--- config.mk ---
export PLATFORM = sky130hd
export DESIGN_NAME = shift_reg_univ
export DESIGN_NICKNAME = d
export VERILOG_FILES = /design/src/rtl/shift_reg_pkg.sv /design/src/rtl/shift_cnt.sv /design/src/rtl/shift_reg_univ.sv
export SDC_FILE = /design/constraint.sdc
export NUM_CORES = 1
export LEC_CHECK = 0
export CORE_AREA = 3 3 40 42
export CTS_CLUSTER_DIAMETER = 200
export DETAILED_ROUTE_END_ITERATION = 6
export DIE_AREA = 0 0 43 45
export PLACE_DENSITY = 0.5
export SYNTH_ARGS = -nofsm -noshare
export SYNTH_HDL_FRONTEND = slang
export SYNTH_SLANG_ARGS = --single-unit
--- constraint.sdc ---
create_clock -name C -period 1.78 [get_ports C]
set_clock_uncertainty 0.15 [all_clocks]
set_input_delay 0.445 -clock C [delete_from_list [all_inputs] [get_ports C]]
set_output_delay 0.445 -clock C [all_outputs]
set_load 0.1 [all_outputs]
--- src/rtl/shift_reg_pkg.sv ---
// Shared definitions for the universal shift register: mode encoding and
// the derived width of the word-assembly counter.
package shift_reg_pkg;

  // Mode select encoding on M
  typedef enum logic [1:0] {
    MODE_HOLD = 2'b00,
    MODE_UP   = 2'b01,
    MODE_DN   = 2'b10,
    MODE_LOAD = 2'b11
  } mode_e;

  // Counter must hold values 0..width-1; one spare bit keeps it simple
  // for every legal width (2..64).
  function automatic int cnt_w(input int width);
    return $clog2(width) + 1;
  endfunction

endpackage

--- src/rtl/shift_cnt.sv ---
// Modulo-WIDTH shift counter. Counts shift cycles and produces a one-cycle
// registered wrap pulse when WIDTH shifts have completed since the last
// reset, clear or wrap. clr has priority over inc.
module shift_cnt
  import shift_reg_pkg::*;
#(
  parameter int WIDTH = 2,
  parameter int CNT_W = cnt_w(WIDTH)
) (
  input  logic C,
  input  logic nR,
  input  logic inc,
  input  logic clr,
  output logic wrap
);

  localparam logic [CNT_W-1:0] LAST = CNT_W'(WIDTH - 1);

  logic [CNT_W-1:0] cnt_q, cnt_d;
  logic             wrap_q, wrap_d;

  // Next count: clear on load, advance on shift, wrap at WIDTH-1
  always_comb begin
    cnt_d  = cnt_q;
    wrap_d = 1'b0;
    if (clr) begin
      cnt_d = '0;
    end else if (inc) begin
      if (cnt_q == LAST) begin
        cnt_d  = '0;
        wrap_d = 1'b1;
      end else begin
        cnt_d = cnt_q + CNT_W'(1);
      end
    end
  end

  // Counter and wrap-pulse registers with synchronous active-low reset
  always_ff @(posedge C) begin
    if (!nR) begin
      cnt_q  <= '0;
      wrap_q <= 1'b0;
    end else begin
      cnt_q  <= cnt_d;
      wrap_q <= wrap_d;
    end
  end

  assign wrap = wrap_q;

endmodule

--- src/rtl/shift_reg_univ.sv ---
// Universal shift register: hold, shift up, shift down, parallel load, plus
// a word-assembly counter whose FULL pulse marks every WIDTH-th shift.
// Optional rotate input RT is built when SHIFT_REG_ROTATE_EN is defined:
// the bit leaving one end re-enters at the other instead of D/DL.
module shift_reg_univ
  import shift_reg_pkg::*;
#(
  parameter int WIDTH = 2,
  parameter int CNT_W = cnt_w(WIDTH)
) (
  input  logic             C,
  input  logic             nR,
  input  logic [1:0]       M,
  input  logic             D,
  input  logic             DL,
  input  logic [WIDTH-1:0] P,
`ifdef SHIFT_REG_ROTATE_EN
  input  logic             RT,
`endif
  output logic [WIDTH-1:0] Q,
  output logic [WIDTH-1:0] nQ,
  output logic             FULL
);

  logic [WIDTH-1:0] q_q, q_d;
  logic             in_up, in_dn;
  logic             shift_en, load_en;

  // Serial entry bits for each direction (rotate feeds back the far end)
  always_comb begin
`ifdef SHIFT_REG_ROTATE_EN
    in_up = RT ? q_q[WIDTH-1] : D;
    in_dn = RT ? q_q[0]       : DL;
`else
    in_up = D;
    in_dn = DL;
`endif
  end

  // Next register contents and counter controls per mode
  always_comb begin
    q_d      = q_q;
    shift_en = 1'b0;
    load_en  = 1'b0;
    case (M)
      MODE_UP: begin
        q_d      = {q_q[WIDTH-2:0], in_up};
        shift_en = 1'b1;
      end
      MODE_DN: begin
        q_d      = {in_dn, q_q[WIDTH-1:1]};
        shift_en = 1'b1;
      end
      MODE_LOAD: begin
        q_d     = P;
        load_en = 1'b1;
      end
      default: q_d = q_q;
    endcase
  end

  // Data register with synchronous active-low reset
  always_ff @(posedge C) begin
    if (!nR) begin
      q_q <= '0;
    end else begin
      q_q <= q_d;
    end
  end

  shift_cnt #(
    .WIDTH (WIDTH),
    .CNT_W (CNT_W)
  ) u_cnt (
    .C    (C),
    .nR   (nR),
    .inc  (shift_en),
    .clr  (load_en),
    .wrap (FULL)
  );

  assign Q  = q_q;
  assign nQ = ~q_q;

endmodule
---- Yosys cells after proc, flatten, opt, wreduce, memory -nomap -nowiden ----
Index checks and enable logic that the tools add are counted.
word-level totals
  flip-flop bits (word level) ............. 5
  output and inout bits ................... 5
cells by class
  reduce and logical (&&, ||, !) cells .... 4
  $add $sub $neg .......................... 1
  multiplexer cells ....................... 5
  eq/ne operators ......................... 4
  bitwise logic cells ..................... 3
operators by type and width
  cell                                                              number
  2-bit one-hot mux with 3 select lines                             1
  2-bit by 1-bit == test with 1-bit output (second input constant)  2
  2-bit == test (second input constant)                             2
  2-bit OR reduction                                                2
  1-bit 2-to-1 mux                                                  3
  3-bit nonzero test                                                1
  3-bit OR reduction                                                1
  2-bit by 1-bit adder with 2-bit output (second input constant)    1
  2-bit 2-to-1 mux                                                  1
  1-bit NOT                                                         2
  2-bit NOT                                                         1

---- Longest topological paths before layout ----
  depth after elaboration ................. 5
  depth in mapped cells ................... 5
  gate-level depth less buffers ........... 5

---- Modules after synthesis ----
A second synthesis with hierarchy kept.
second synthesis, totals
  cells, all modules ...................... 31
  area, all modules ....................... 286.5 um^2
by module, submodules not included
  module          times used  cells each  area an instance (um^2)
  shift_reg_univ  1           22          176.4
  shift_cnt       1           9           110.1

---- Worst setup path after synthesis ----
Ideal clock, no wire load.
  path kind ............................... flip-flop to output port
  start point ............................. register q_q[0], in the netlist Q[0]
  end point ............................... output nQ[0]
  setup slack ............................. -0.489 ns
  arrival time ............................ 1.674 ns
  cell stages (with the launch flop) ...... 2
  data required time ...................... 1.185 ns
  cells stage by stage .................... dfxtp_1 inv_1
between the ends
  longest elaborated chain between the ends .. 1
ends and longest elaborated chain
  what                      line                  RTL
  start: declaration        shift_reg_univ.sv:25  logic [WIDTH-1:0] q_q, q_d;
  start signal: assignment  shift_reg_univ.sv:67  q_q <= q_d;
  2-bit NOT                 shift_reg_univ.sv:83  assign nQ = ~q_q;
  end: declaration          shift_reg_univ.sv:21  output logic [WIDTH-1:0] nQ,
Every way passes these cells.

---- Worst setup path in the final report ----
  start point ............................. input M[0]
  end point ............................... register q_q[0], in the netlist Q[0]
between the ends
  longest elaborated chain between the ends .. 2
  elaborated cells on any way between the ends .. 5
  those cells by class .................... eq/ne: 3; mux: 1; reduce/logical: 1
ends and longest elaborated chain
  what                                                                                line                  RTL
  start: declaration                                                                  shift_reg_univ.sv:13  input logic [1:0] M,
  2-bit == test / 2-bit by 1-bit == test with 1-bit output (equally long branches)    shift_reg_univ.sv:45  case (M)
  2-bit one-hot mux with 3 select lines / 3-bit nonzero test (equally long branches)  -
Several ways; a longest one is shown, not always the timed one.
A chain may end at the register's enable or synchronous reset.

==> run summary <==
total iterations of the first detailed-routing run: 4
relative slew slack: 86.9%
Worst Setup Start Kind: primary input
routability cong.: 0.810
vias: 300
Clk Latency, worst-skew pair: 240 ps
Critical Path RT: 1750 ps
post-DR wirelength/cell: 10.6 um
cell family contributing the most delay on the critical path: buffers and inverters
finished layout cell area: 537 um^2
minimum clock period: 1700 ps
Worst path most repeated cell: a21oi_1
die area: 0.00194 mm^2
share of cells above drive strength 1: 36.7%
most common cell after layout, fill and taps aside: clkdlybuf4s50_1
CTS sink cnt: 5
Final Max Tran Viols: 0
CP Capture Type: flop
CP max stage delay: 420 ps
pre-CTS WS: -165 ps
Detailed Place HPWL: 562 um
# Post-CTS Setup Buffers: 0
Finished Core Util: 41.8%
CTS max path bufs: 2
sequential cell area: 108 um^2
CTS Root Cell: clkbuf_4
RSZ-0062 raised after global routing: no
Fin. Hold Viols: 0
Fmax: 588 MHz
vias in the first global route: 307
Detailed Route WL: 681 um
Syn Area/Cell: 9.18 um^2
status: finished, final reports clean
Slew @ Worst Pin: 195 ps
Worst Hold Class: reg2reg
Antenna diodes: 0
commonest non-fill, non-tap cells in the layout: clkdlybuf4s50_1 (7), buf_12 (5), a21oi_1 (4)
Crit path buffers/inverters: 2
TritonCTS buffer count: 3
final-stage net count: 62
post-synth cell types: 13
CTS tree: done
Seq/Total Area, Yosys: 36.4%
setup ws final: 79.7 ps
Seq cells post-synth: 5
IO Pins: 13
slowest CP cell: clkdlybuf4s50_1
Crit Path Category: in2reg
largest net degree at the start of global routing: 6
DRC: 0
Worst Path Arrival: 1670 ps
Rows: 13
setup violators final: 0
critical-path maximum fanout: 4
Leak Pwr: 0.219 nW
htree depth: 1
Max Cap Viol: 0
Cell Area, Synth: 275 um^2
Syn Inst Count: 30
filler cell count: 122
initial core utilization: 21.4%
P&R area growth vs syn: 95.0%
first-pass GRT wire length: 1150 um
drt via density: 4.69
maximum VDD drop: 0.202 mV
initial antenna violation count: 0
Die X: 43 um
Reg clk slew, reported paths: 40 ps
Synthesized Nets: 42
IO Port Bufs: 12
area of the multi-input gates: 165 um^2
CP cell instances: clkdlybuf4s50_1, buf_4, ha_1, o21a_1, a21oi_1, a21oi_1
period utilisation layout: 95.5%
total track usage: 8.50%
dpl cell area: 502 um^2
PD cells: 775 mW/mm^2
Die Y: 45 um
post-route antenna net violation count: 0
core footprint: 0.00128 mm^2
yosys warns: 0
1st-iter DRT viols: 5
total gr overflow: 0
==> layout make-up <==
class                   count  share of cell area [%]
clock buffers               4                    4.90
well taps                  15                    3.50
inverters                   5                    4.90
repair buffers             15                    35.9
flip-flops and latches      5                    20.0
multi-input cells          20                    30.8
==> worst paths after layout <==
path | start | end | slack (ps) | depth (start not counted)
max | M[0] | Q[0]$_SDFFE_PN0P_ | 80 | 6
min reg2reg | u_cnt.cnt_q[1]$_SDFFE_PP0P_ | u_cnt.wrap$_SDFF_PP0_ | 280 | 1
max reg2reg | Q[0]$_SDFFE_PN0P_ | Q[1]$_SDFFE_PN0P_ | 820 | 2
min | u_cnt.cnt_q[1]$_SDFFE_PP0P_ | u_cnt.wrap$_SDFF_PP0_ | 280 | 1
==> worst register-to-register path, stage by stage (launching register included) <==
cell and delay, ps:
dfxtp_4 360, a221oi_2 240, a21oi_1 90
==> cells in the mapped netlist <==
| library cell | n | area share (%) |
|---|---|---|
| dfxtp_1 | 5 | 36 |
| inv_1 | 5 | 6.8 |
| a21oi_1 | 4 | 7.3 |
| ha_1 | 4 | 18 |
| nand2_1 | 2 | 2.7 |
| nor3b_1 | 2 | 5.5 |
| o21ai_0 | 2 | 3.6 |
| a221oi_2 | 1 | 5.5 |
| and4b_1 | 1 | 3.6 |
| nor2_1 | 1 | 1.4 |
| nor4b_1 | 1 | 3.2 |
| o21a_1 | 1 | 2.7 |
| xnor2_1 | 1 | 3.2 |
==> state kept, by name, indices dropped and copies added, names as in the netlist <==
register     cells
Q                2
u_cnt.wrap       1
u_cnt.cnt_q      2
==> logic make-up after synthesis <==
family          after synthesis  share of synthesized area, %
xor+xnor                      1                          3.18
simple gates                  7                          16.4
compound gates                8                          19.1
buf+inv                       5                          6.82
flops                         5                          36.4
fa+ha+maj                     4                          18.2
==> power breakdown <==
part | switching (W) | internal, W | total [W] | leakage [nW]
Clock | 0.0000473 | 0.0000848 | 0.000132 | 0.0150
Sequential | 0.0000103 | 0.000120 | 0.000130 | 0.0423
Combinational | 0.0000875 | 0.0000663 | 0.000154 | 0.162
Total | 0.000145 | 0.000271 | 0.000416 | 0.219
==> through the flow <==
step	power, W	setup TNS (ps)	std cells	hold slack (ps)
6_report	0.000416	0	64	284
5_1_grt	0.000440	0	64	307
4_1_cts	0.000420	0	64	274
3_5_place_dp	0.000284	-638	60	267
3_3_place_gp	0.000282	-498	60	252
2_1_floorplan	0.000218	0	30	242
==> what timing repair did <==
item	CTS	global route
hold buffers	0	0
gates resized for setup	0	2
setup endpoints to repair	0	1
==> routing by layer <==
metal	part of all wire, %	GRT usage (%)	vias to the layer above
li1	-	-	142
met2	54	14.1	17
met1	35	7.25	136
met3	5.1	0	5
met4	5.6	15.1	0
met5	0	0	-
Note: power is estimated with default switching activity, not from simulation.
==> edit (same flow settings) <==
Add a define of `SHIFT_REG_ROTATE_EN`.
--- a/src/rtl/shift_reg_univ.sv
+++ b/src/rtl/shift_reg_univ.sv
@@ -2,6 +2,8 @@
 // a word-assembly counter whose FULL pulse marks every WIDTH-th shift.
 // Optional rotate input RT is built when SHIFT_REG_ROTATE_EN is defined:
 // the bit leaving one end re-enters at the other instead of D/DL.
+`define SHIFT_REG_ROTATE_EN
+
 module shift_reg_univ
   import shift_reg_pkg::*;
 #(
Interface: changed (added RT); port bits go from 13 to 14. The function was not compared with the original's and may differ.
==> edit against the unedited design <==
Area after synthesis up 10%; design area rose by 4.9%; synthesized cell count rose by 3.3%; sequential share of layout area fell by 0.94 points; worst setup slack got worse by 0.015 ns; global-route usage rose by 0.17 points; sequential cell count unchanged; largest power group unchanged; die area unchanged; largest cell class unchanged; total power up 8.1%; register-to-register slack worse by 0.25 ns; routed wire length increased by 4.0%; non-clock buffer count unchanged.
==> edit: results (changes against the unedited design) <==
[metrics] synthesized instance count: 31 (+3.3%)
[metrics] number of distinct standard cells referenced by the synthesized netlist: 16 (+3)
[metrics] number of cells on the worst reg-to-reg path: 3 (+1)
[metrics] fraction of final layout cells with drive strength greater than 1: 36.0% (-0.73 points)
[metrics] hold_ws: 0.265 ns (-0.0189 ns)
[metrics] cell type with the highest aggregate area in the netlist: dfxtp_1
[metrics] worst-skew pair later-pin latency: 0.25 ns
[metrics] total of fill cells in the finished design: 120 (-1.6%)
[metrics] run status: finished, final reports clean
[metrics] most frequently used flop master after synthesis: dfxtp_1
[metrics] via count of the first global-routing pass: 295 (-3.9%)
[metrics] synthesized net count: 44 (+4.8%)
[metrics] buffer type at the clock tree root: clkbuf_4
[metrics] first-pass GRT wire length: 1120 um (-2.4%)
[metrics] data arrival time of the critical path: 1.70 ns (+0.03 ns)
[metrics] number of buffers added on ports: 13 (+1)
[metrics] final weighted congestion of routability-driven global placement: 0.823 (+1.6%)
[metrics] reg2reg start: Q[1]
[metrics] level count of the clock H-tree: 1 (unchanged)
[metrics] number of cells after detailed placement: 61 (+1.7%)
[metrics] internal reg-to-reg setup slack: 0.57 ns (-0.25 ns)
[metrics] DR iter-0 viols: 12 (+7)
[metrics] type of the worst min-delay path: reg -> reg
[metrics] ranking of synthesized cells by instance count: dfxtp_1, inv_1, ha_1
[metrics] maximum number of pins on one net before global-route repair: 7 (+1)
[metrics] nets: 64 (+3.2%)
[metrics] register area share after synthesis: 32.9% (-3.4 points)
[metrics] diodes inserted: 0 (unchanged)
[metrics] Slew @ Worst Pin: 0.272 ns (+0.0764 ns)
[metrics] critical path fanouts, max: 5 (+1)
[metrics] FF-to-FF End: Q[0]
[metrics] Max Buffers Root-to-Sink: 2 (unchanged)
[metrics] global-route usage over all layers: 8.67% (+0.17 points)
[metrics] Leak Pwr: 0.227 nW (+3.7%)
[metrics] non-filler cells in the finished layout: 65 (+1.6%)
[metrics] WL/cell: 10.9 um (+2.4%)
[metrics] vias per inst: 4.65 (-0.88%)
[metrics] worst slack after detailed placement: -0.198 ns (-0.0338 ns)
[metrics] most area-consuming cells after synthesis: dfxtp_1, ha_1, inv_1, o2bb2ai_1, mux2_4
[metrics] power spent charging and discharging nets: 0.170 mW (+17%)
[metrics] delay of the slowest critical-path stage: 0.51 ns (+0.09 ns)
[metrics] Placement Cell Area: 533 um2 (+6.2%)
[metrics] Peak supply drop: 324 uV (+60%)
[metrics] placed wire-length estimate: 571 um (+1.5%)
-- edit: cell count changes in the layout (fill, tap and decap cells not counted), moves of 2 or more --
cell / before / now
nor3_1: 0 / 2
nor4_1: 0 / 2
a21oi_1: 4 / 0
o2bb2ai_1: 0 / 2
-- edit: final cells by class --
| cell class | count | share of cell area, % |
|---|---|---|
| flip-flops and latches | 5 | 19.1 |
| repair buffers | 15 | 34.7 |
| clock buffers | 3 | 4.00 |
| inverters | 5 | 4.67 |
| multi-input cells | 21 | 33.3 |
| clock inverters | 1 | 0.889 |
| well taps | 15 | 3.33 |
-- edit: how the worst max path moves through the flow --
stage	slack, ns	endpoint	cells after the start	startpoint
finish	0.06	Q[0]	5	M[0]
CTS	0.06	u_cnt.wrap	5	M[1]
floorplan	0.14	nQ[0]	1	Q[0]
global route	0.007	Q[1]	5	M[1]
global placement	-0.13	u_cnt.wrap	5	M[1]
detailed placement	-0.20	Q[0]	5	M[0]
-- edit: power groups by stage --
stage	clock network (mW)	logic (mW)	registers, mW
floorplan	0	0.0702	0.168
global placement	0	0.175	0.135
detailed placement	0	0.178	0.135
CTS	0.143	0.178	0.132
global route	0.149	0.184	0.134
finish	0.139	0.178	0.133
-- edit: cells by family (layout without fill, tap and decap cells) --
family	after synthesis	in the layout	synth area share [%]
AND/OR/NAND/NOR	8	8	17.3
AO/OA/AOI/OAI	6	6	15.6
flip-flops	5	5	32.9
buffers and inverters	5	24	6.17
adder cells (fa/ha/maj)	4	4	16.5
multiplexers	2	2	8.64
XOR/XNOR	1	1	2.88
-- edit: per-layer routing --
layer,vias to the layer above,share of wire [%],global-route usage [%]
met4,0,4.1,12.7
met1,129,39,7.02
met5,-,0,0
met3,3,8.2,3.19
li1,152,-,-
met2,18,49,13.8
-- edit: worst reg2reg max path, delay by kind of cell, from the launching register on --
kind          cells  cell delay [ns]
mux               1             0.29
flops             1             0.37
simple gates      2             0.29
-- edit: repair_timing --
| item | 4_1_cts | 5_1_grt |
|---|---|---|
| setup endpoints to repair | 0 | 1 |
| setup buffers | 0 | 0 |
| resized for setup | 0 | 1 |
| hold endpoints to repair | 0 | 0 |
